### src/rtl/dmem_arbiter_pkg.sv
// Shared types and constants for the two-port data-memory arbiter.
package dmem_arbiter_pkg;

  typedef enum logic [1:0] {
    IDLE = 2'd0,
    OWN0 = 2'd1,
    OWN1 = 2'd2
  } arb_state_t;

  localparam int P_CORE = 0;
  localparam int P_DMA  = 1;

endpackage

### src/rtl/dmem_arb_grant.sv
// Grant FSM: picks at most one requester per cycle and bounds how long an
// owner keeps the memory while the other port waits.
module dmem_arb_grant
  import dmem_arbiter_pkg::*;
#(
  parameter int MAX_BURST = 4
) (
  input  logic clk,
  input  logic rst_n,
  input  logic req0,
  input  logic req1,
  output logic gnt0,
  output logic gnt1
);

  localparam int CNT_W = (MAX_BURST > 1) ? $clog2(MAX_BURST) : 1;
  localparam logic [CNT_W-1:0] CNT_MAX = CNT_W'(MAX_BURST - 1);

  arb_state_t       state, state_nxt;
  logic [CNT_W-1:0] burst_cnt, cnt_nxt;
  logic             keep;

  // Grant decision, next owner and burst count.
  always_comb begin
    gnt0      = 1'b0;
    gnt1      = 1'b0;
    state_nxt = IDLE;
    cnt_nxt   = {CNT_W{1'b0}};
    keep      = (burst_cnt < CNT_MAX);
    if (rst_n) begin
      if (req0 && req1) begin
        case (state)
          OWN0: begin
            if (keep) gnt0 = 1'b1;
            else      gnt1 = 1'b1;
          end
          OWN1: begin
            if (keep) gnt1 = 1'b1;
            else      gnt0 = 1'b1;
          end
          default: gnt0 = 1'b1;
        endcase
      end else begin
        gnt0 = req0;
        gnt1 = req1;
      end
      // The count only grows while the same owner is re-granted under contention.
      if (gnt0) begin
        state_nxt = OWN0;
        if (state == OWN0 && req1) begin
          cnt_nxt = (burst_cnt == CNT_MAX) ? CNT_MAX : burst_cnt + 1'b1;
        end else begin
          cnt_nxt = {CNT_W{1'b0}};
        end
      end else if (gnt1) begin
        state_nxt = OWN1;
        if (state == OWN1 && req0) begin
          cnt_nxt = (burst_cnt == CNT_MAX) ? CNT_MAX : burst_cnt + 1'b1;
        end else begin
          cnt_nxt = {CNT_W{1'b0}};
        end
      end else begin
        state_nxt = IDLE;
        cnt_nxt   = {CNT_W{1'b0}};
      end
    end else begin
      gnt0      = 1'b0;
      gnt1      = 1'b0;
      state_nxt = IDLE;
      cnt_nxt   = {CNT_W{1'b0}};
    end
  end

  // Owner and burst count registers.
  always_ff @(posedge clk or negedge rst_n) begin
    if (!rst_n) begin
      state     <= IDLE;
      burst_cnt <= {CNT_W{1'b0}};
    end else begin
      state     <= state_nxt;
      burst_cnt <= cnt_nxt;
    end
  end

endmodule

### src/rtl/dmem_arbiter.sv
// Two-port data-memory arbiter: core LSU on port 0, DMA/debug on port 1.
// Optional address checking is enabled by defining DMEM_ARBITER_CHK_EN.
module dmem_arbiter
  import dmem_arbiter_pkg::*;
#(
  parameter int ADDR_W    = 32,
  parameter int DATA_W    = 32,
  parameter int MAX_BURST = 4,
  parameter int MEM_WORDS = 64
) (
  input  logic              clk,
  input  logic              rst_n,
  input  logic              m0_req,
  input  logic              m0_we,
  input  logic [ADDR_W-1:0] m0_addr,
  input  logic [DATA_W-1:0] m0_wdata,
  output logic              m0_gnt,
  output logic              m0_rvalid,
  output logic [DATA_W-1:0] m0_rdata,
  output logic              m0_rerr,
  input  logic              m1_req,
  input  logic              m1_we,
  input  logic [ADDR_W-1:0] m1_addr,
  input  logic [DATA_W-1:0] m1_wdata,
  output logic              m1_gnt,
  output logic              m1_rvalid,
  output logic [DATA_W-1:0] m1_rdata,
  output logic              m1_rerr,
  output logic              mem_we,
  output logic [ADDR_W-1:0] mem_addr,
  output logic [DATA_W-1:0] mem_wdata,
  input  logic [DATA_W-1:0] mem_rdata
);

  logic [1:0] gnt;
  logic [1:0] err;

  function automatic logic addr_bad(input logic [ADDR_W-1:0] a);
    return (a[1:0] != 2'b00) ||
           ({2'b00, a[ADDR_W-1:2]} >= ADDR_W'(MEM_WORDS));
  endfunction

  dmem_arb_grant #(.MAX_BURST(MAX_BURST)) u_grant (
    .clk   (clk),
    .rst_n (rst_n),
    .req0  (m0_req),
    .req1  (m1_req),
    .gnt0  (gnt[P_CORE]),
    .gnt1  (gnt[P_DMA])
  );

  assign m0_gnt = gnt[P_CORE];
  assign m1_gnt = gnt[P_DMA];

`ifdef DMEM_ARBITER_CHK_EN
  assign err[P_CORE] = addr_bad(m0_addr);
  assign err[P_DMA]  = addr_bad(m1_addr);
`else
  assign err = 2'b00;
`endif

  // Route the granted port to the memory; erroneous accesses never write.
  always_comb begin
    mem_we    = 1'b0;
    mem_addr  = {ADDR_W{1'b0}};
    mem_wdata = {DATA_W{1'b0}};
    if (gnt[P_CORE]) begin
      mem_we    = m0_we & ~err[P_CORE];
      mem_addr  = m0_addr;
      mem_wdata = m0_wdata;
    end else if (gnt[P_DMA]) begin
      mem_we    = m1_we & ~err[P_DMA];
      mem_addr  = m1_addr;
      mem_wdata = m1_wdata;
    end else begin
      mem_we    = 1'b0;
      mem_addr  = {ADDR_W{1'b0}};
      mem_wdata = {DATA_W{1'b0}};
    end
  end

  // One-cycle response registers; writes and errors return zero data.
  always_ff @(posedge clk or negedge rst_n) begin
    if (!rst_n) begin
      m0_rvalid <= 1'b0;
      m0_rdata  <= {DATA_W{1'b0}};
      m0_rerr   <= 1'b0;
      m1_rvalid <= 1'b0;
      m1_rdata  <= {DATA_W{1'b0}};
      m1_rerr   <= 1'b0;
    end else begin
      m0_rvalid <= gnt[P_CORE];
      m0_rerr   <= gnt[P_CORE] & err[P_CORE];
      m0_rdata  <= (gnt[P_CORE] && !m0_we && !err[P_CORE]) ? mem_rdata : {DATA_W{1'b0}};
      m1_rvalid <= gnt[P_DMA];
      m1_rerr   <= gnt[P_DMA] & err[P_DMA];
      m1_rdata  <= (gnt[P_DMA] && !m1_we && !err[P_DMA]) ? mem_rdata : {DATA_W{1'b0}};
    end
  end

endmodule

### config.mk
export PLATFORM = sky130hd
export DESIGN_NAME = dmem_arbiter
export DESIGN_NICKNAME = d
export VERILOG_FILES = /design/src/rtl/dmem_arbiter_pkg.sv /design/src/rtl/dmem_arb_grant.sv /design/src/rtl/dmem_arbiter.sv
export SDC_FILE = /design/constraint.sdc
export NUM_CORES = 1
export LEC_CHECK = 0
export CAP_MARGIN = 15
export CORE_AREA = 2 2 117 119
export DETAILED_ROUTE_END_ITERATION = 10
export DIE_AREA = 0 0 119 121
export GPL_ROUTABILITY_DRIVEN = 0
export GPL_TIMING_DRIVEN = 0
export PLACE_DENSITY = 0.62
export REMOVE_ABC_BUFFERS = 1
export SLEW_MARGIN = 20
export SYNTH_ARGS = -nofsm -noshare
export SYNTH_HDL_FRONTEND = slang
export SYNTH_SLANG_ARGS = --single-unit
### constraint.sdc
create_clock -name clk -period 2.6 [get_ports clk]
set_input_delay 0.52 -clock clk [delete_from_list [all_inputs] [get_ports clk]]
set_output_delay 0.52 -clock clk [all_outputs]
set_load 0.01 [all_outputs]
==> qor.yml <==
synth_top_family_by_area: "compound AO/OA/AOI/OAI gates"
synthesis.yosys.warnings: 0
cts_max_level: 3
clock_sinks: 69
vdd_ir_drop_max_mv: 0.212
dpl.cell_count: 707
power.clock.fraction_pct: 40.0
antenna_cells: 0
fillers: 1142
timing.hold.worst.class: "input pin to async pin"
netlist_area_um2: 3030
number_of_enable_type_register_cells_in_the_synthesized_netlist: 0
core_um2: 13100
synth-seq-area-share_pct: 56.9
clk_path_buf_depth: 2
io_pins: 301
placed_wire_length_estimate_mm: 9.88
ys.flop_type: "sky130_fd_sc_hd__dfrtp_1"
cts_hold_buffers_added: 0
yosysUniqueCellTypes: 24
stdcell_count: 756
area_delta_synth_final_pct: 131
grt_first_pass_wirelength_mm: 19.7
timing_hold_violations_final: 0
buffer_ports.inserted: 298
ctsRootBufferMaster: "sky130_fd_sc_hd__clkbuf_16"
internal_power_uw: 2450
leakagePower_uw: 0.00318
grt-ovfl-total: 0
worst_ep_required_time_ns: 2.08
avgViaCountPerCell: 4.40
first_global_vias: 3360
seqPwrFrac_pct: 35.1
final_util_pct: 53.5
layout.nets: 744
setup_viol_count_final: 31
finalWirelength_mm: 13.8
power_per_cell_area_nw_per_um2: 450
numCtsBuffers: 9
fin_worst_skew_ns: 0.00569
clk_pin_slew_worst_paths_ns: 0.05
final_common_cell: "sky130_fd_sc_hd__clkdlybuf4s50_1"
synth_register_bits: 69
synth_mux_area_share_pct: 0
layout-drive-gt1-share_pct: 23.8
post-route-worst-setup-slack_ns: -0.101
fin_crit_sh_pct: 104
avgSynthCellArea_um2: 12.1
switching_power_uw: 703
first_pass_iters: 4
rsz0062_at_grt: "yes"
final-max-slew-violation-count: 0
floorplan.initialDensity_pct: 23.2
worst_setup_path_end_kind: "output port"
timing.final.crit_period_ns: 2.70
synth_compound_gate_area_share_pct: 21.5
worstSetupStartpoint: "u_grant.state[0]$_DFF_PN0_"
post_detailed_route_count_of_antenna_violating_nets: 0
rr_startpoint: "u_grant.state[1]$_DFF_PN0_"
rows: 42
most-common-layout-cells: "sky130_fd_sc_hd__clkdlybuf4s50_1, sky130_fd_sc_hd__dfrtp_1, sky130_fd_sc_hd__and2_1, sky130_fd_sc_hd__a22o_1, sky130_fd_sc_hd__buf_2"
achievable-frequency_mhz: 370
yosys.area_share.simple_pct: 15.5
synth-adder-area-share_pct: 0.825
yosys.area_share.xor_xnor_pct: 0
dp_worst_setup_slack_ns: -1.10
die_y_um: 121
critPathKind: "register to output port"
drcViolationCount: 0
timing.critical_path.arrival_ns: 2.18
grt_start_max_net_pins: 33
clock_tree_from_tritoncts: "yes"
mapped_cells: 251
startpoint_type: "register"
async_reset_ff_share_pct: 100
antenna_found_initial: 1
clkLatencyLatePin_ns: 0.32
initialDrtViolationCount: 90
gr-usage-all-layers_pct: 18.2
power.share.switching_pct: 22.3
power.combinational.fraction_pct: 24.8
routedWlPerCell_um: 18.2
die_x_um: 119
number_of_vias_in_the_routed_layout: 3324
path_max_fanout: 7
violations: "setup timing"
maxCapViolCount: 0
status: "finished with violations"
die_area_um2: 14400
-- sequential cells by signal, summed over array words and instances, names as in the netlist --
| register | count |
|---|---|
| u_grant.state | 2 |
| m0_rdata | 32 |
| m1_rvalid | 1 |
| u_grant.burst_cnt | 2 |
| m1_rdata | 32 |
-- critical path: stages (launching register included) --
cell and delay (ns):
sky130_fd_sc_hd__dfrtp_1 0.40, sky130_fd_sc_hd__buf_6 0.13, sky130_fd_sc_hd__ha_4 0.15, sky130_fd_sc_hd__a21bo_1 0.21, sky130_fd_sc_hd__a41oi_4 0.15, sky130_fd_sc_hd__buf_12 0.19, sky130_fd_sc_hd__buf_6 0.12, sky130_fd_sc_hd__clkbuf_16 0.14
sky130_fd_sc_hd__a22o_1 0.22, sky130_fd_sc_hd__buf_2 0.14
-- synth_stat cells, types with 2 or more instances --
master                    count  area share (%)
sky130_fd_sc_hd__a21bo_1      2            0.66
sky130_fd_sc_hd__a22o_1      65              19
sky130_fd_sc_hd__and2_1      65              13
sky130_fd_sc_hd__and3_1       2            0.41
sky130_fd_sc_hd__buf_2       16             2.6
sky130_fd_sc_hd__buf_4        8             2.0
sky130_fd_sc_hd__dfrtp_1     69              57
sky130_fd_sc_hd__ha_1         2            0.82
sky130_fd_sc_hd__inv_1        4            0.49
sky130_fd_sc_hd__nand2_1      2            0.25
sky130_fd_sc_hd__nand3_1      2            0.33
sky130_fd_sc_hd__nor2_1       2            0.25
-- routing by layer --
metal	vias up	part of all wire, %	track usage, %
met5	-	0.094	0
met4	2	2.4	6.18
met3	19	9.2	5.92
met2	200	51	32.4
met1	1558	37	20.5
li1	1545	-	-
-- power groups by stage --
stage / Combinational (µW) / Clock (µW) / Sequential (µW)
CTS: 782 / 1300 / 1110
detailed placement: 706 / 0 / 1130
global route: 830 / 1350 / 1110
global placement: 679 / 0 / 1130
floorplan: 165 / 0 / 1140
finish: 783 / 1260 / 1110
-- area by class of cell --
type	count	area (µm²)	area share, %
clock inverter	4	72.6	1.04
clock buffer	11	243	3.47
tap	176	220	3.14
multi-input combinational	157	1340	19.1
sequential	69	1730	24.7
timing repair buffer	335	3390	48.4
inverter	4	15.0	0.214
-- final timing paths --
path,to,slack (ns),cells after the start
min reg2reg,u_grant.burst_cnt[1]$_DFF_PN0_,0.71,1
min,m0_rdata[10]$_DFF_PN0_,0.07,1
max,mem_addr[10],-0.10,9
max in group asynchronous,m0_rdata[25]$_DFF_PN0_,1.95,2
min in group clk,u_grant.burst_cnt[1]$_DFF_PN0_,0.71,1
max reg2reg,m0_rdata[6]$_DFF_PN0_,0.35,8
-- timing repair --
item,in CTS,in global routing
gates resized for setup,322,27
pin swaps,13,35
cloned,9,3
setup endpoints to repair,99,98
buffers inserted,23,3
-- cells by family (layout without fill, tap and decap cells) --
family,after synthesis,count (layout)
and+or+nand+nor,76,76
DFF,69,69
adders and majority gates,2,2
other,1,2
AOI/OAI and AO/OA,75,77
buffers and inverters,28,354
-- through the flow --
step                cell area (µm²)  setup TNS, ns  total power [µW]  hold WS, ns
finish                         7000          -1.59              3150       0.0734
global route                   7000          -4.99              3290       0.0680
floorplan                      2900        -107.21              1300        0.224
global placement               6100        -728.60              1810        0.595
CTS                            6990          -3.25              3190       0.0394
detailed placement             6250         -68.68              1830        0.379
Power figures use the tool's default switching activity.
